### src/rtl/adc_sim_pkg.sv
// adc_sim_pkg: state encoding, counter sizing and lane map shared by the multi-lane ADC model
package adc_sim_pkg;

    typedef enum logic [1:0] {SYNC_HOLD, SYNC_WAIT, SHIFT, GAP} state_t;

    localparam int FRAME_CNT_W = 16;
    localparam int TAG_W       = 8;

    function automatic int cnt_w(input int n);
        return (n > 1) ? $clog2(n) : 1;
    endfunction

    // lane l carries channels l*cpl .. l*cpl+cpl-1, lowest channel in slot 0
    function automatic int ch_of(input int lane, input int slot, input int cpl);
        return lane * cpl + slot;
    endfunction

endpackage

### src/rtl/adc_lane_shifter.sv
// adc_lane_shifter: parallel-load, MSB-first shift register driving one DOUT lane
module adc_lane_shifter #(
    parameter int W = 64
) (
    input  logic         clk,
    input  logic         clr,
    input  logic         load,
    input  logic [W-1:0] d,
    output logic         q
);

    logic [W-1:0] sr;

    // zeros shift in behind the data, so the lane idles low once the word is out
    always_ff @(posedge clk) begin
        if (clr)
            sr <= '0;
        else if (load)
            sr <= d;
        else
            sr <= {sr[W-2:0], 1'b0};
    end

    assign q = sr[W-1];

endmodule

### src/rtl/adc_multilane_data_sim.sv
// adc_multilane_data_sim: multi-lane serial ADC output model with sync-restartable frame timing
// Optional generated test pattern (TEST_MODE port) when ADC_TEST_PATTERN_EN is defined.
module adc_multilane_data_sim
    import adc_sim_pkg::*;
#(
    parameter int N_CH         = 8,
    parameter int CH_W         = 32,
    parameter int N_LANES      = 4,
    parameter int FRAME_CYCLES = 256,
    parameter int SYNC_DELAY   = 16
) (
    input  logic                   CLK,
    input  logic                   RST,
    input  logic                   nSYNC_IN,
    input  logic [CH_W-1:0]        NEXT_DATA [N_CH-1:0],
`ifdef ADC_TEST_PATTERN_EN
    input  logic                   TEST_MODE,
`endif
    output logic                   nDRDY,
    output logic [N_LANES-1:0]     DOUT,
    output logic [FRAME_CNT_W-1:0] FRAME_CNT
);

    localparam int CPL  = N_CH / N_LANES;
    localparam int BITS = CPL * CH_W;
    localparam int FC_W = cnt_w(FRAME_CYCLES);
    localparam int DC_W = cnt_w(SYNC_DELAY);

    if (N_CH % N_LANES != 0) begin : g_chk_lanes
        $error("N_CH must be a multiple of N_LANES");
    end
    if (CH_W < 16) begin : g_chk_width
        $error("CH_W must be at least 16");
    end
    if (FRAME_CYCLES < BITS + 1) begin : g_chk_frame
        $error("FRAME_CYCLES must be at least CPL*CH_W+1");
    end
    if (SYNC_DELAY < 1) begin : g_chk_delay
        $error("SYNC_DELAY must be at least 1");
    end

    state_t                 state;
    logic [FC_W-1:0]        fc;
    logic [FC_W-1:0]        fc_inc;
    logic [DC_W-1:0]        dcnt;
    logic [FRAME_CNT_W-1:0] cnt_next;
    logic                   idle;
    logic                   start;
    logic                   clr;
    logic [CH_W-1:0]        word [N_CH-1:0];

    assign fc_inc   = fc + 1'b1;
    assign cnt_next = FRAME_CNT + 1'b1;
    assign idle     = (state == SYNC_HOLD) || (state == SYNC_WAIT);
    // SYNC_HOLD behaves as delay count 0, so the first high sample already counts
    assign start    = nSYNC_IN && (idle ? dcnt == DC_W'(SYNC_DELAY - 1) : fc == FC_W'(FRAME_CYCLES - 1));
    assign clr      = RST || !nSYNC_IN;

`ifdef ADC_TEST_PATTERN_EN
    always_comb begin
        for (int c = 0; c < N_CH; c++)
            word[c] = TEST_MODE ? {TAG_W'(c), (CH_W - TAG_W)'(cnt_next)} : NEXT_DATA[c];
    end
`else
    always_comb begin
        for (int c = 0; c < N_CH; c++)
            word[c] = NEXT_DATA[c];
    end
`endif

    always_ff @(posedge CLK) begin
        if (RST) begin
            state     <= SYNC_WAIT;
            dcnt      <= '0;
            fc        <= '0;
            FRAME_CNT <= '0;
            nDRDY     <= 1'b1;
        end else if (!nSYNC_IN) begin
            state     <= SYNC_HOLD;
            dcnt      <= '0;
            fc        <= '0;
            FRAME_CNT <= '0;
            nDRDY     <= 1'b1;
        end else if (start) begin
            state     <= SHIFT;
            dcnt      <= '0;
            fc        <= '0;
            FRAME_CNT <= cnt_next;
            nDRDY     <= 1'b0;
        end else if (idle) begin
            state     <= SYNC_WAIT;
            dcnt      <= dcnt + 1'b1;
            nDRDY     <= 1'b1;
        end else begin
            state     <= (fc_inc < FC_W'(BITS)) ? SHIFT : GAP;
            fc        <= fc_inc;
            nDRDY     <= 1'b1;
        end
    end

    for (genvar l = 0; l < N_LANES; l++) begin : g_lane
        logic [BITS-1:0] lw;
        always_comb begin
            lw = '0;
            for (int s = 0; s < CPL; s++)
                lw[BITS-1-s*CH_W -: CH_W] = word[ch_of(l, s, CPL)];
        end
        adc_lane_shifter #(.W(BITS)) u_shift (
            .clk  (CLK),
            .clr  (clr),
            .load (start),
            .d    (lw),
            .q    (DOUT[l])
        );
    end

endmodule

### config.mk
export PLATFORM = sky130hd
export DESIGN_NAME = adc_multilane_data_sim
export DESIGN_NICKNAME = d
export VERILOG_FILES = /design/src/rtl/adc_sim_pkg.sv /design/src/rtl/adc_lane_shifter.sv /design/src/rtl/adc_multilane_data_sim.sv
export SDC_FILE = /design/constraint.sdc
export NUM_CORES = 1
export LEC_CHECK = 0
export ABC_AREA = 1
export CORE_MARGIN = 3
export CORE_UTILIZATION = 35
export DETAILED_ROUTE_END_ITERATION = 16
export PLACE_DENSITY = 0.65
export SKIP_LAST_GASP = 1
export SLEW_MARGIN = 20
export SYNTH_ARGS = -nofsm -noshare
export SYNTH_HDL_FRONTEND = slang
export SYNTH_SLANG_ARGS = --single-unit
export TNS_END_PERCENT = 20
### constraint.sdc
create_clock -name CLK -period 2.75 [get_ports CLK]
set_input_delay 0.275 -clock CLK [delete_from_list [all_inputs] [get_ports CLK]]
set_output_delay 0.275 -clock CLK [all_outputs]
set_load 0.05 [all_outputs]
==> results.tsv <==
stage	metric	value	unit
timing	final period utilization	78.1	%
yosys	Seq cells post-synth	286	
timing	final setup margin	601	ps
setup_path	reg2reg end	g_lane[3].u_shift.sr[53]	
floorplanning	area of the core	27900	um2
setup_path	cell family with most CP delay	buffers and inverters	
finish	Area Overhead vs Synth	40.8	%
setup_path	crit path capture type	primary output	
finish	layout net count	1830	
global_routing	Total GRT Usage	15.3	%
yosys	Post-Syn Area per Cell	7.61	um2
setup_path	kind of critical path	register to primary output	
worst_hold_path	hold path endpoint	g_lane[1].u_shift.sr[0]	
yosys	Ys Warns	0	
pwr	VDD IR-drop max	0.000498	V
clocking	Skew-Pair Late Insertion Delay	540	ps
setup_path	CP max-delay cell	clkdlybuf4s50_1	
routing	starting DRC count in detailed routing	476	
routing	routed vias	8361	
timing	Finish-stage setup viols	0	
setup_path	Worst Setup Start Kind	register	
pwr	Leak	6.35	nW
clocking	CTS clk-pin slew, worst paths	60	ps
timing	post-route minimum period	2150	ps
setup_path	CP required	2480	ps
floorplanning	Die Span Y	174	um
setup_path	Critical Path Max Stage Delay	860	ps
finish	share of post-route cells with drive strength above 1	4.53	%
routing	routed wire length	24100	um
outcome	status	complete, no violations	
yosys	number of synthesized flops with an enable pin	0	
routing	DRT Pass-1 Iters	4	
floorplanning	Die W	174	um
yosys	post-synth top area share	57.6	%
setup_path	critical path, cell by cell	clkdlybuf4s50_1	
setup_path	critical path peak fanout	7	
clocking	post-CTS setup buffers	0	
yosys	ys async rst share	0	%
clocking	CTS Root Cell	clkbuf_16	
setup_path	CP Data Arrival Time	1870	ps
setup_path	buffers and inverters on the worst path	1	
clocking	CTS max path bufs	3	
global_routing	Overflow after GRT	0	
setup_path	Reg2Reg Setup Slack	680	ps
timing	unrepaired setup endpoints after global routing	no	
finish	commonest non-fill, non-tap cells in the layout	nand2_1 (830), dfxtp_1 (286), clkdlybuf4s50_1 (279)	
pwr	Pwr per Cell Area	622	nW/um2
placed_design	Place WS	506	ps
yosys	post-synth cell types	23	
floorplanning	num rows	61	
global_routing	antenna violations before repair	0	
timing	worst-margin pin slew	692	ps
clocking	# hold bufs at CTS	0	
floorplanning	I/O pins	280	
finish	layout filler cell count	2678	
worst_hold_path	worst hold start	NEXT_DATA[96]	
timing	Slew headroom	53.9	%
yosys	Post-Syn Area	9930	um2
global_routing	vias in the first global route	7997	
yosys	post-synth top area cell	dfxtp_1	
global_routing	first-pass GRT wire length	39100	um
clocking	CTS tree	yes	
timing	final hold violation count	0	
clocking	Inserted Clock Buffers	30	
routing	WL per Instance	12.3	um
routing	Routed Antenna Nets	0	
finish	commonest non-fill, non-tap cell in the layout	nand2_1	
routing	Via density	4.25	
yosys	top post-synthesis cells by area	dfxtp_1 (58%), nand2_1 (31%), buf_4 (2.3%), nor2_1 (1.4%), buf_6 (1.4%)	
floorplanning	Die Area	30400	um2
job	Max-cap violations	0	
yosys	sequential share of the synthesized area	57.6	%
setup_path	FF-to-FF path depth	8	
timing	Final TNS setup	0	ps
clocking	total clock sinks	286	
worst_hold_path	hold depth	3	
clocking	CTS resizes	0	
global_routing	largest net degree at the start of global routing	75	
worst_hold_path	worst hold path class	primary input to register	
timing	max-slew violation count	0	
routing	DRC viols	0	
yosys	commonest register cell after synthesis	dfxtp_1	
yosys	Post-Synthesis Cells	1305	
setup_path	worst flop-to-flop path startpoint	state[1]	
yosys	Synth Net Count	1567	
timing	Fmax achieved	465	MHz
placed_design	routability-driven placement congestion ratio	0.798	
placed_design	Detail Placement HPWL	16900	um
clocking	H-tree levels	1	
timing	final setup skew	13.2	ps
placed_design	I/O Buffers	279	
floorplanning	initial core utilization	35.7	%
==> synth_stat cells (8+ instances only) <==
| library cell | instances |
|---|---|
| dfxtp_1 | 286 |
| nand2_1 | 830 |
| inv_1 | 24 |
| a21oi_1 | 18 |
| nand3_1 | 9 |
| nand4_1 | 8 |
| buf_2 | 11 |
| buf_4 | 30 |
| buf_6 | 12 |
| clkbuf_1 | 12 |
| nor2_1 | 36 |
==> metrics by stage <==
step	hold slack, ps	util, %	instances	power [mW]	area (um2)
2_1_floorplan	346	-	1305	4.32	9930
3_3_place_gp	398	46.5	1914	4.69	13000
3_5_place_dp	402	46.5	1914	4.69	13000
4_1_cts	226	50.2	1967	8.85	14000
5_1_grt	251	50.2	1967	9.04	14000
6_report	267	50.2	1968	8.70	14000
==> power breakdown <==
group,internal (mW),switching (mW)
Clock,2.51,1.59
Combinational,0.333,0.123
Sequential,4.14,0.00134
Total,6.99,1.71
==> sequential cells by signal, summed over array words and instances, names as in the netlist <==
register and count:
g_lane.u_shift.sr 256, FRAME_CNT 16, fc 8, dcnt 4, nDRDY 1, state 1
==> layer usage <==
metal  wire [um]  vias up  track usage, %
li1            -     4442               -
met1       10800     3670            20.0
met2       11000      204            25.0
met3        1680       45            3.56
met4         731        0            5.09
met5           0        -               0
==> worst max-delay path by stage <==
stage | start | endpoint | slack [ps] | cells past startpoint
floorplan | FRAME_CNT[1] | FRAME_CNT[10] | 1050 | 8
global placement | nSYNC_IN | g_lane[0].u_shift.sr[43] | 510 | 9
detailed placement | nSYNC_IN | g_lane[3].u_shift.sr[53] | 510 | 9
CTS | FRAME_CNT[8] | FRAME_CNT[8] | 570 | 1
global route | fc[0] | g_lane[3].u_shift.sr[3] | 430 | 11
finish | FRAME_CNT[8] | FRAME_CNT[8] | 600 | 1
==> cells by family after synthesis <==
kind of cell | synth area share (%)
adders and majority gates | 0.378
DFF | 57.6
buffers and inverters | 5.62
AOI/OAI and AO/OA | 1.32
xor gates and xnor gates | 0.882
and+or+nand+nor | 34.2
==> layout make-up <==
| class | instances | area (um2) | area share, % |
|---|---|---|---|
| clock inverters | 9 | 123 | 0.877 |
| inverters | 26 | 103 | 0.734 |
| flip-flops and latches | 286 | 5730 | 40.9 |
| multi-input cells | 928 | 3660 | 26.1 |
| repair buffers | 296 | 3010 | 21.5 |
| diodes | 1 | 2.50 | 0.0179 |
| well taps | 378 | 473 | 3.38 |
| clock buffers | 44 | 895 | 6.40 |
Note: power is estimated with default switching activity, not from simulation.
